**src/rtl/interval_timer_pkg.sv**
```systemverilog
// Shared register map, CTRL field positions, mode codes and FSM encoding for the interval timer.
package interval_timer_pkg;

  localparam logic [1:0] ADDR_CTRL   = 2'd0;
  localparam logic [1:0] ADDR_PRESET = 2'd1;
  localparam logic [1:0] ADDR_COUNT  = 2'd2;
  localparam logic [1:0] ADDR_UNUSED = 2'd3;

  localparam int CTRL_EN      = 0;
  localparam int CTRL_MODE_LO = 1;
  localparam int CTRL_MODE_HI = 2;
  localparam int CTRL_IM      = 3;

  localparam logic [1:0] MODE_ONESHOT = 2'b00;
  localparam logic [1:0] MODE_AUTO    = 2'b01;

  typedef enum logic [1:0] {
    ST_IDLE = 2'd0,
    ST_LOAD = 2'd1,
    ST_CNT  = 2'd2,
    ST_INT  = 2'd3
  } state_t;

  // Codes 10/11 behave as one-shot, so only the exact auto code reloads.
  function automatic logic is_auto(input logic [1:0] mode);
    return mode == MODE_AUTO;
  endfunction

endpackage

```
**src/rtl/interval_timer.sv**
```systemverilog
// Memory-mapped down-counting timer: IRQ rises PRESET+3 edges after Enable is written.
// Reads are combinational and reflect pre-edge state; writes always accepted.
module interval_timer
  import interval_timer_pkg::*;
(
  input  logic        clk,
  input  logic        rst,
  input  logic [1:0]  Addr,
  input  logic        WE,
  input  logic [31:0] Din,
  output logic [31:0] Dout,
  output logic        IRQ
);

  logic [3:0]  ctrl;
  logic [31:0] preset;
  logic [31:0] count;
  logic        irq_flag;
  state_t      state;

  logic ctrl_wr;
  logic preset_wr;
  logic enable;
  logic auto_mode;

  assign ctrl_wr   = WE && (Addr == ADDR_CTRL);
  assign preset_wr = WE && (Addr == ADDR_PRESET);
  assign enable    = ctrl[CTRL_EN];
  assign auto_mode = is_auto(ctrl[CTRL_MODE_HI:CTRL_MODE_LO]);

  always_ff @(posedge clk) begin
    if (rst) begin
      ctrl     <= 4'h0;
      preset   <= 32'h0;
      count    <= 32'h0;
      irq_flag <= 1'b0;
      state    <= ST_IDLE;
    end else begin
      if (preset_wr)
        preset <= Din;

      // A CPU write to CTRL beats the hardware Enable clear on the same edge.
      if (ctrl_wr)
        ctrl <= Din[3:0];
      else if (state == ST_INT && !auto_mode)
        ctrl[CTRL_EN] <= 1'b0;

      case (state)
        ST_IDLE: begin
          if (enable)
            state <= ST_LOAD;
        end
        ST_LOAD: begin
          if (!enable) begin
            state <= ST_IDLE;
          end else begin
            count <= preset;
            state <= ST_CNT;
          end
        end
        ST_CNT: begin
          if (!enable) begin
            state <= ST_IDLE;
          end else if (count != 32'h0) begin
            count <= count - 32'h1;
          end else begin
            irq_flag <= 1'b1;
            state    <= ST_INT;
          end
        end
        ST_INT: begin
          if (auto_mode) begin
            irq_flag <= 1'b0;
            state    <= enable ? ST_LOAD : ST_IDLE;
          end else begin
            state <= ST_IDLE;
          end
        end
        default: state <= ST_IDLE;
      endcase

      // One-shot acknowledge: any CTRL write drops the sticky flag.
      if (ctrl_wr && !auto_mode)
        irq_flag <= 1'b0;
    end
  end

  always_comb begin
    Dout = 32'h0;
    case (Addr)
      ADDR_CTRL:   Dout = {28'h0, ctrl};
      ADDR_PRESET: Dout = preset;
      ADDR_COUNT:  Dout = count;
      ADDR_UNUSED: Dout = 32'h0;
      default:     Dout = 32'h0;
    endcase
  end

  assign IRQ = irq_flag & ctrl[CTRL_IM];

endmodule

```
**config.mk**
```make
export PLATFORM = sky130hd
export DESIGN_NAME = interval_timer
export DESIGN_NICKNAME = d
export VERILOG_FILES = /design/src/rtl/interval_timer_pkg.sv /design/src/rtl/interval_timer.sv
export SDC_FILE = /design/constraint.sdc
export NUM_CORES = 1
export LEC_CHECK = 0
export BUFFER_PORTS_ARGS = -buffer_cell sky130_fd_sc_hd__buf_4
export CAP_MARGIN = 20
export CORE_MARGIN = 5
export CORE_UTILIZATION = 55
export CTS_CLUSTER_SIZE = 40
export DETAILED_ROUTE_END_ITERATION = 8
export GPL_ROUTABILITY_DRIVEN = 0
export PLACE_DENSITY = 0.83
export REMOVE_ABC_BUFFERS = 1
export SYNTH_ARGS = -nofsm -noshare
export SYNTH_HDL_FRONTEND = slang
export SYNTH_SLANG_ARGS = --single-unit
```
**constraint.sdc**
```tcl
create_clock -name clk -period 4.15 [get_ports clk]
set_input_delay 0.6225 -clock clk [delete_from_list [all_inputs] [get_ports clk]]
set_output_delay 0.6225 -clock clk [all_outputs]
set_load 0.05 [all_outputs]
```
==> results of run 1 <==
[worst max-delay path by stage]
stage	from	endpoint	slack [ns]
6_report	count[0]$_SDFFE_PP0P_	count[22]$_SDFFE_PP0P_	1.65
5_1_grt	count[0]$_SDFFE_PP0P_	count[18]$_SDFFE_PP0P_	1.47
4_1_cts	count[0]$_SDFFE_PP0P_	count[22]$_SDFFE_PP0P_	1.69
3_5_place_dp	count[0]$_SDFFE_PP0P_	count[22]$_SDFFE_PP0P_	1.72
3_3_place_gp	count[0]$_SDFFE_PP0P_	count[26]$_SDFFE_PP0P_	1.74
2_1_floorplan	Addr[0]	Dout[0]	1.10
[kinds of logic (layout without fill, tap and decap cells)]
logic type / count (synthesis) / count (layout) / synth area share, %
buf+inv: 54 / 101 / 6.17
mux: 7 / 7 / 1.76
flops: 71 / 71 / 35.6
simple gates: 210 / 210 / 26.0
fa+ha+maj: 1 / 1 / 0.313
compound gates: 183 / 183 / 30.2
[report_power, final]
group	switching, mW	leakage, nW	total (mW)	internal (mW)
clock	0.261	0.100	0.553	0.292
sequential	0.0102	0.574	0.703	0.693
combinational	0.0676	1.06	0.114	0.0464
[cells in the mapped netlist, types with 2 or more instances]
cell type    n  share of area [%]
nand2_1    108                 10
dfxtp_1     71                 36
a21oi_1     64                8.0
clkbuf_1    35                3.3
a22o_1      28                6.1
nor2_1      26                2.4
o21ai_1     18                2.3
o21ai_0     15                1.9
nor3_1      13                1.6
nand3_1     12                1.5
a31oi_1     11                1.7
a21o_1      10                1.9
nand4_1      8                1.3
mux2i_1      7                1.8
or3_1        7                1.1
inv_1        6               0.56
nor4_1       6               0.94
buf_2        5               0.63
nor2b_1      5               0.78
o21a_1       5               0.94
o31ai_1      5               0.94
a32o_1       4                1.0
buf_6        4                1.1
and2_1       3               0.47
and3_1       3               0.47
nand2b_1     3               0.47
nor4_4       3                1.6
o32ai_1      3               0.66
a21oi_2      2               0.44
a22oi_1      2               0.38
a31o_2       2               0.44
a32oi_1      2               0.44
buf_4        2               0.38
o211ai_1     2               0.38
o31a_1       2               0.44
or4_1        2               0.38
or4b_1       2               0.50
[sequential cells by signal, summed over array words and instances, names as in the netlist]
register / count
count: 32
ctrl: 4
irq_flag: 1
preset: 32
state: 2
[per-layer routing]
metal / GRT usage, % / vias up / share of wire [%]
met5: 0 / - / 0
li1: - / 1990 / -
met3: 5.13 / 26 / 7.0
met2: 41.2 / 151 / 48
met4: 10.8 / 0 / 2.0
met1: 31.6 / 1894 / 43
[per-stage QoR]
stage	area [um2]	cells	total power, mW	setup slack, ns	hold WS (ns)
3_3_place_gp	4490	656	0.830	1.74	0.461
3_5_place_dp	4490	656	0.833	1.72	0.463
2_1_floorplan	3770	479	0.769	1.10	0.442
4_1_cts	4680	672	1.37	1.69	0.474
5_1_grt	4680	672	1.42	1.47	0.495
6_report	4680	672	1.37	1.65	0.473
[worst reg2reg max path, delay by kind of cell (launching register included)]
| kind | cells | cell delay, ns |
|---|---|---|
| simple gates | 3 | 1.47 |
| flops | 1 | 0.35 |
| fa+ha+maj | 1 | 0.20 |
| buf+inv | 1 | 0.08 |
| compound gates | 2 | 0.34 |
[area by class of cell]
cell class / instances / area share [%]
clock buffers: 12 / 3.10
repair buffers: 78 / 12.5
clock inverters: 4 / 0.963
multi-input cells: 401 / 49.8
flip-flops and latches: 71 / 30.4
inverters: 7 / 0.561
well taps: 99 / 2.65
==> run_results.csv, run 1 <==
group,metric,value,unit
final_layout,drive_gt1_share,19.2,%
synth,ys_seq_area_share,35.6,%
sta,rsz0062_at_grt,"false",
min_path,worstHoldPathType,"flip-flop to flip-flop",
worst_setup_path,critical_path_class,"flip-flop to flip-flop",
placed_design,dpl.hpwl,7290,um
min_path,min_to,"preset[5]$_SDFFE_PP0P_",
min_path,min_path_cells,2,
clock_network,cts_tree,"done",
worst_setup_path,path_max_fanout,11,
clock_network,htree_num_levels,3,
detailed_routing,drc,0,
worst_setup_path,path_cells,"inv_1, ha_1, or4b_1, nor4_4, nand4_1, a21o_1, a21oi_1",
sta,hold_viol_final,0,
sta,min_period,2.50,ns
die,core_area,7180,um2
synth,synth_ff_type,"dfxtp_1",
die,die_w,95.2,um
clock_network,cts_hold_buf,0,
grt,grt_pass1_vias,3875,
outcome,status,"finished clean",
detailed_routing,first_pass_iters,5,
worst_setup_path,crit_path_top_delay_cell,"nor4_4",
pwr,p_leak,1.73,nW
synth,synthCells,526,
sta,skew,0.00877,ns
sta,final_max_slew_viol_count,0,
sta,relSlewSlack,40.7,%
worst_setup_path,end_kind,"flip-flop",
sta,setup_viol,0,
worst_setup_path,crit_path_start_kind,"flip-flop",
detailed_routing,antenna_left,0,
worst_setup_path,critical_path_buf_inv_count,1,
detailed_routing,wl_per_cell,16.1,um
grt,grt_first_pass_wirelength,18100,um
clock_network,cts_root_buf,"clkbuf_8",
synth,ys_seq_elements,71,
job,maxCapViolCount,0,
sta,timing.fmax,401,MHz
die,dieArea,9060,um2
detailed_routing,drt_iter0_markers,308,
worst_setup_path,cp_num_cells,7,
worst_setup_path,cp_top_family,"simple AND/OR/NAND/NOR gates",
worst_setup_path,r2r_end,"count[22]$_SDFFE_PP0P_",
die,ios,70,
worst_setup_path,slowest_delay,0.65,ns
final_layout,num_antenna_cells,0,
clock_network,cts.repair.resized,0,
final_layout,fill_cells,654,
detailed_routing,avgViaCountPerCell,6.04,
worst_setup_path,required,4.43,ns
final_layout,multi_input_area,2330,um2
synth,yosysUniqueCellTypes,57,
final_layout,final_common_cell,"nand2_1",
clock_network,clk_latency,0.35,ns
grt,grt.overflow.total,0,
synth,ys_async_sr_fraction,0,%
grt,grt_max_degree,43,
synth,synth_edf_count,0,
clock_network,cts_buffers,9,
clock_network,clockBufferDepth,2,
final_layout,fin_util,65.2,%
sta,period_share,60.1,%
clock_network,cts.sinks,71,
sta,fin_tns_setup,0,ns
pwr,ir_worst_vdd,162,uV
grt,antenna_found_initial,0,
worst_setup_path,ff2ff_path_depth,7,
worst_setup_path,r2r-start,"count[0]$_SDFFE_PP0P_",
synth,synth-warning-count,0,
final_layout,layout_common_cells,"108 x nand2_1, 78 x buf_4, 71 x dfxtp_1",
worst_setup_path,arrival,2.77,ns
pwr,power_density,293,nW/um2
detailed_routing,vias,4061,
die,die_h,95.2,um
clock_network,path_clk_slew,0.08,ns
grt,grt_usage,25.0,%
sta,worstMarginPinSlew,0.888,ns
die,initial_core_util,55.6,%
final_layout,area_growth,17.2,%
worst_setup_path,r2r_slack,1.65,ns
synth,syn_area_per_cell,7.59,um2
final_layout,final_nets,606,
final_layout,seq_area,1420,um2
die,rows,31,
placed_design,port_buffers,69,
detailed_routing,drt-total-wl,10800,um
synth,syn_area,3990,um2
min_path,hold_path.startpoint,"preset[5]$_SDFFE_PP0P_",
clock_network,post-cts-setup-buffer-count,0,
Note: power is estimated with default switching activity, not from simulation.
==> run 2: changes to the inputs <==
--- a/config.mk
+++ b/config.mk
@@ -5,6 +5,7 @@
 export SDC_FILE = /design/constraint.sdc
 export NUM_CORES = 1
 export LEC_CHECK = 0
+export ABC_AREA = 1
 export BUFFER_PORTS_ARGS = -buffer_cell sky130_fd_sc_hd__buf_4
 export CAP_MARGIN = 20
 export CORE_MARGIN = 5
@@ -12,7 +13,7 @@
 export CTS_CLUSTER_SIZE = 40
 export DETAILED_ROUTE_END_ITERATION = 8
 export GPL_ROUTABILITY_DRIVEN = 0
-export PLACE_DENSITY = 0.83
+export PLACE_DENSITY = 0.82
 export REMOVE_ABC_BUFFERS = 1
 export SYNTH_ARGS = -nofsm -noshare
 export SYNTH_HDL_FRONTEND = slang
==> constraint.sdc (replaced) <==
create_clock -name clk -period 2.4 [get_ports clk]
set_input_delay 0.36 -clock clk [delete_from_list [all_inputs] [get_ports clk]]
set_output_delay 0.36 -clock clk [all_outputs]
set_load 0.05 [all_outputs]
==> run_results.csv, run 2 <==
group,metric,value,unit
detailed_routing,wl_per_cell,14.1,um
die,rows,31,
sta,period_share,87.5,%
final_layout,fin_util,68.5,%
clock_network,clk_latency,0.35,ns
pwr,power_density,547,nW/um2
clock_network,cts.repair.resized,0,
synth,synth_top_area_share,33.8,%
detailed_routing,antenna_left,0,
final_layout,layout_common_cells,"147 x nand2_1, 106 x nor2_1, 89 x inv_1",
grt,grt.overflow.total,0,
grt,grt_max_degree,53,
min_path,worstHoldPathType,"input port to flip-flop",
final_layout,area_growth,19.4,%
final_layout,final_common_cell,"nand2_1",
sta,rsz0062_at_grt,"false",
pwr,p_leak,2.26,nW
outcome,status,"finished clean",
pwr,power.total,2.75,mW
synth,synth_ff_type,"dfxtp_1",
clock_network,post-cts-setup-buffer-count,0,
die,die_h,97.4,um
detailed_routing,drc,0,
grt,grt_pass1_vias,4409,
synth,syn_area_per_cell,6.16,um2
synth,synth_fa_ha_area_share,0.298,%
grt,grt_first_pass_wirelength,20400,um
worst_setup_path,critical_path_class,"input port to output pin",
final_layout,multi_input_area,2290,um2
grt,antenna_found_initial,0,
worst_setup_path,required,2.04,ns
final_layout,num_antenna_cells,0,
sta,relSlewSlack,34.0,%
job,maxCapViolCount,0,
synth,synth_largest_area_cell,"dfxtp_1",
sta,timing.fmax,476,MHz
detailed_routing,first_pass_iters,7,
synth,synth_area_leaders,"dfxtp_1 34%, nand2_1 13%, nor2_1 9.5%",
sta,hold_viol_final,0,
die,die_w,97.4,um
synth,synthMuxAreaShare,0,%
worst_setup_path,path_max_fanout,29,
synth,synth_compound_area_share,21.6,%
clock_network,cts_root_buf,"clkbuf_8",
die,dieArea,9490,um2
placed_design,dpl.hpwl,8230,um
worst_setup_path,arrival,1.74,ns
clock_network,cts_hold_buf,0,
synth,ys_seq_elements,71,
final_layout,drive_gt1_share,14.4,%
synth,yosys.area_share.simple,31.7,%
final_layout,fill_cells,630,
final_layout,reg_top3,"count: 32 flops, preset: 32 flops, ctrl: 4 flops",
synth,synth-warning-count,0,
synth,synth_top_family_by_area,"simple AND/OR/NAND/NOR gates",
detailed_routing,avgViaCountPerCell,5.46,
sta,worstMarginPinSlew,0.988,ns
synth,syn_area,4200,um2
synth,synth.most_common_cell,"nand2_1",
synth,synthTopCellsByCount,"148 x nand2_1, 106 x nor2_1, 89 x inv_1",
synth,ys_seq_area_share,33.8,%
detailed_routing,vias,4599,
min_path,min_path_cells,3,
synth,synth_edf_count,0,
synth,synth_xor_xnor_area_share,0.833,%
detailed_routing,drt_iter0_markers,346,
clock_network,path_clk_slew,0.07,ns
worst_setup_path,end_kind,"output pin",
synth,yosysUniqueCellTypes,29,
sta,final_max_slew_viol_count,0,
grt,grt_usage,25.4,%
sta,min_period,2.10,ns
final_layout,final_nets,777,
clock_network,htree_num_levels,3,
clock_network,cts_tree,"done",
sta,skew,0.00498,ns
detailed_routing,drt-total-wl,11900,um
clock_network,cts_buffers,9,
final_layout,seq_area,1420,um2
die,initial_core_util,57.3,%
die,core_area,7330,um2
synth,synthCells,683,
worst_setup_path,ff2ff_path_depth,11,
worst_setup_path,crit_path_start_kind,"input port",
clock_network,cts.sinks,71,
clock_network,clockBufferDepth,2,
pwr,ir_worst_vdd,291,uV
synth,ys_async_sr_fraction,0,%
worst_setup_path,path_cells,"buf_4, inv_1, nor2_1, inv_1, o221ai_1, buf_4",
placed_design,port_buffers,69,
die,ios,70,
sta,fin_tns_setup,0,ns
worst_setup_path,crit_path_top_delay_cell,"inv_1",
worst_setup_path,slowest_delay,0.71,ns
sta,setup_viol,0,
## run 2: cell count changes in the layout (fill, tap and decap cells not counted), moves of 9 or more
cell     delta
inv_1      +83
nor2_1     +80
o21ai_0    +45
nand2_1    +39
a22o_1     -28
o22ai_1    +27
nand3_1    +26
a31oi_1    -11
a21o_1     -10
o21ai_1     -9
## run 2: cells by family after synthesis
group / after synthesis
AOI/OAI and AO/OA: 169
and+or+nand+nor: 315
adders and majority gates: 1
xor gates and xnor gates: 4
DFF: 71
buffers and inverters: 123
## run 2: worst paths after layout
kind | startpoint | endpoint | slack [ns]
min | Din[14] | preset[14]$_SDFFE_PP0P_ | 0.28
max | Addr[0] | Dout[3] | 0.30
min reg2reg | preset[0]$_SDFFE_PP0P_ | preset[0]$_SDFFE_PP0P_ | 0.47
max reg2reg | count[0]$_SDFFE_PP0P_ | count[15]$_SDFFE_PP0P_ | 0.35
## run 2: through the flow
step	worst slack (ns)	std cells	instance area, um2	hold WS [ns]
4_1_cts	0.287	843	5020	0.275
3_5_place_dp	0.287	827	4780	0.449
5_1_grt	0.122	843	5020	0.281
3_3_place_gp	0.341	827	4780	0.439
6_report	0.300	843	5020	0.283
2_1_floorplan	0.136	652	4060	0.428
## run 2: routing by layer
layer / GRT usage, % / wire length [um]
met5: 0 / 0
met4: 8.09 / 280
met3: 6.96 / 984
met2: 41.8 / 5500
met1: 32.2 / 5150
## run 2: layout make-up
class | instances | area share (%)
Sequential cell | 71 | 28.3
Multi-Input combinational cell | 489 | 45.7
Inverter | 92 | 6.88
Clock inverter | 2 | 1.20
Timing Repair Buffer | 76 | 11.9
Tap cell | 99 | 2.47
Clock buffer | 14 | 3.64
## run 2: worst max-delay path, delay by kind of cell
kind	cells	cell delay, ns
buffers and inverters	4	1.13
AOI/OAI and AO/OA	1	0.21
and+or+nand+nor	1	0.04
## run 2: report_power, final
group          leakage (nW)  switching (mW)  internal (mW)
combinational          1.56           0.224          0.129
sequential            0.576          0.0164           1.21
clock                 0.123           0.464          0.700
total                  2.26           0.705           2.04
==> run 3: changes to the inputs <==
--- a/config.mk
+++ b/config.mk
@@ -10,11 +10,12 @@
 export CAP_MARGIN = 20
 export CORE_MARGIN = 5
 export CORE_UTILIZATION = 55
+export CTS_BUF_LIST = sky130_fd_sc_hd__clkbuf_8
 export CTS_CLUSTER_SIZE = 40
 export DETAILED_ROUTE_END_ITERATION = 8
-export GPL_ROUTABILITY_DRIVEN = 0
 export PLACE_DENSITY = 0.82
 export REMOVE_ABC_BUFFERS = 1
+export SKIP_LAST_GASP = 1
 export SYNTH_ARGS = -nofsm -noshare
 export SYNTH_HDL_FRONTEND = slang
 export SYNTH_SLANG_ARGS = --single-unit
==> run_results.csv, run 3 (synthesis results as in run 2) <==
group,metric,value,unit
outcome,status,"finished clean",
pwr,power_density,511,nW/um2
worst_setup_path,critical_path_class,"input port to output pin",
detailed_routing,vias,4559,
die,die_w,97.4,um
clock_network,htree_num_levels,3,
worst_setup_path,slowest_delay,0.74,ns
sta,timing.fmax,473,MHz
sta,rsz0062_at_grt,"false",
sta,relSlewSlack,31.8,%
placed_design,port_buffers,69,
worst_setup_path,crit_path_start,"Addr[0]",
detailed_routing,drc,0,
worst_setup_path,path_max_fanout,29,
placed_design,dpl.hpwl,8570,um
sta,worstMarginPinSlew,1.02,ns
grt,grt_usage,24.9,%
worst_setup_path,r2r_end,"count[26]$_SDFFE_PP0P_",
pwr,power.total,2.55,mW
clock_network,path_clk_slew,0.08,ns
grt,antenna_found_initial,0,
detailed_routing,avgViaCountPerCell,5.41,
sta,skew,0.0111,ns
placed_design,place.gp.congestion,0.954,
die,ios,70,
sta,fin_tns_setup,0,ns
detailed_routing,first_pass_iters,5,
grt,grt.overflow.total,0,
clock_network,cts_buffers,9,
clock_network,post-cts-setup-buffer-count,0,
die,die_h,97.4,um
sta,min_period,2.11,ns
worst_setup_path,path_cells,"buf_4, inv_1, nor2_1, inv_1, o221ai_1, buf_4",
clock_network,cts_root_buf,"clkbuf_8",
clock_network,cts.sinks,71,
die,initial_core_util,57.3,%
worst_setup_path,required,2.04,ns
detailed_routing,wl_per_cell,13.9,um
clock_network,cts_tree,"done",
die,dieArea,9490,um2
sta,period_share,88.1,%
job,maxCapViolCount,0,
final_layout,reg_top3,"count: 32 flops, preset: 32 flops, ctrl: 4 flops",
worst_setup_path,crit_path_top_delay_cell,"inv_1",
worst_setup_path,arrival,1.75,ns
final_layout,num_antenna_cells,0,
worst_setup_path,cp_num_cells,6,
worst_setup_path,crit_end,"Dout[3]",
sta,setup_viol,0,
final_layout,fill_cells,684,
detailed_routing,drt_iter0_markers,286,
sta,hold_viol_final,0,
clock_network,clockBufferDepth,2,
final_layout,area_growth,18.5,%
final_layout,layout_common_cells,"147 x nand2_1, 106 x nor2_1, 92 x inv_1",
detailed_routing,drt-total-wl,11700,um
clock_network,clk_latency,0.34,ns
worst_setup_path,end_kind,"output pin",
min_path,worstHoldPathType,"input port to flip-flop",
worst_setup_path,r2r_slack,0.34,ns
clock_network,cts_hold_buf,0,
grt,grt_first_pass_wirelength,20100,um
worst_setup_path,ff2ff_path_depth,10,
worst_setup_path,cp_top_family,"buffers and inverters",
pwr,p_leak,2.24,nW
grt,grt_max_degree,53,
clock_network,cts.repair.resized,0,
final_layout,final_common_cell,"nand2_1",
die,rows,31,
pwr,ir_worst_vdd,280,uV
worst_setup_path,r2r-start,"count[0]$_SDFFE_PP0P_",
sta,holdWs,0.294,ns
detailed_routing,antenna_left,0,
final_layout,final_nets,777,
final_layout,drive_gt1_share,14.1,%
grt,grt_pass1_vias,4351,
sta,final_max_slew_viol_count,0,
worst_setup_path,crit_path_start_kind,"input port",
worst_setup_path,critical_path_buf_inv_count,4,
die,core_area,7330,um2
## run 3: cell count changes in the layout (fill, tap and decap cells not counted), sizes merged
cell / change
bufinv: -1
clkbuf: -3
clkinv: +1
inv: +3
## run 3: metrics by stage
| step | util (%) | setup WS (ns) | instances | cell area [um2] |
|---|---|---|---|---|
| 2_1_floorplan | - | 0.136 | 652 | 4060 |
| 3_3_place_gp | 65.2 | 0.339 | 827 | 4780 |
| 3_5_place_dp | 65.2 | 0.298 | 827 | 4780 |
| 4_1_cts | 67.9 | 0.297 | 843 | 4980 |
| 5_1_grt | 67.9 | 0.105 | 843 | 4980 |
| 6_report | 67.9 | 0.285 | 843 | 4980 |
## run 3: worst min-delay path by stage
stage                                      from                       to  slack (ns)  depth (start not counted)
after floorplan           irq_flag$_SDFFE_PP0P_    irq_flag$_SDFFE_PP0P_        0.43                          2
after global placement    irq_flag$_SDFFE_PP0P_    irq_flag$_SDFFE_PP0P_        0.44                          2
after detailed placement  irq_flag$_SDFFE_PP0P_    irq_flag$_SDFFE_PP0P_        0.45                          2
after CTS                               Din[28]  preset[28]$_SDFFE_PP0P_        0.28                          3
after global routing                    Din[28]  preset[28]$_SDFFE_PP0P_        0.29                          3
final                                   Din[28]  preset[28]$_SDFFE_PP0P_        0.29                          3
## run 3: power breakdown
part	switching (mW)	internal [mW]	leakage [nW]
logic	0.223	0.128	1.55
clock network	0.440	0.528	0.113
registers	0.0157	1.21	0.576
total	0.679	1.87	2.24
## run 3: layout make-up
cell class	count	area, um2	share of cell area, %
Timing Repair Buffer	76	596	12.0
Sequential cell	71	1420	28.5
Clock inverter	5	50.0	1.01
Multi-Input combinational cell	489	2290	46.0
Clock buffer	11	151	3.04
Tap cell	99	124	2.49
Inverter	92	345	6.93
## run 3: layer usage
layer	vias to the layer above	global-route usage, %	part of all wire, %
met5	-	0	0
met2	162	41.8	47
met3	15	4.67	6.4
met4	0	7.99	1.3
li1	2326	-	-
met1	2056	32.3	45
## run 3: worst min-delay path: cells and delay by family
kind            cells  cell delay (ns)
buf+inv             1             0.07
compound gates      2             0.17
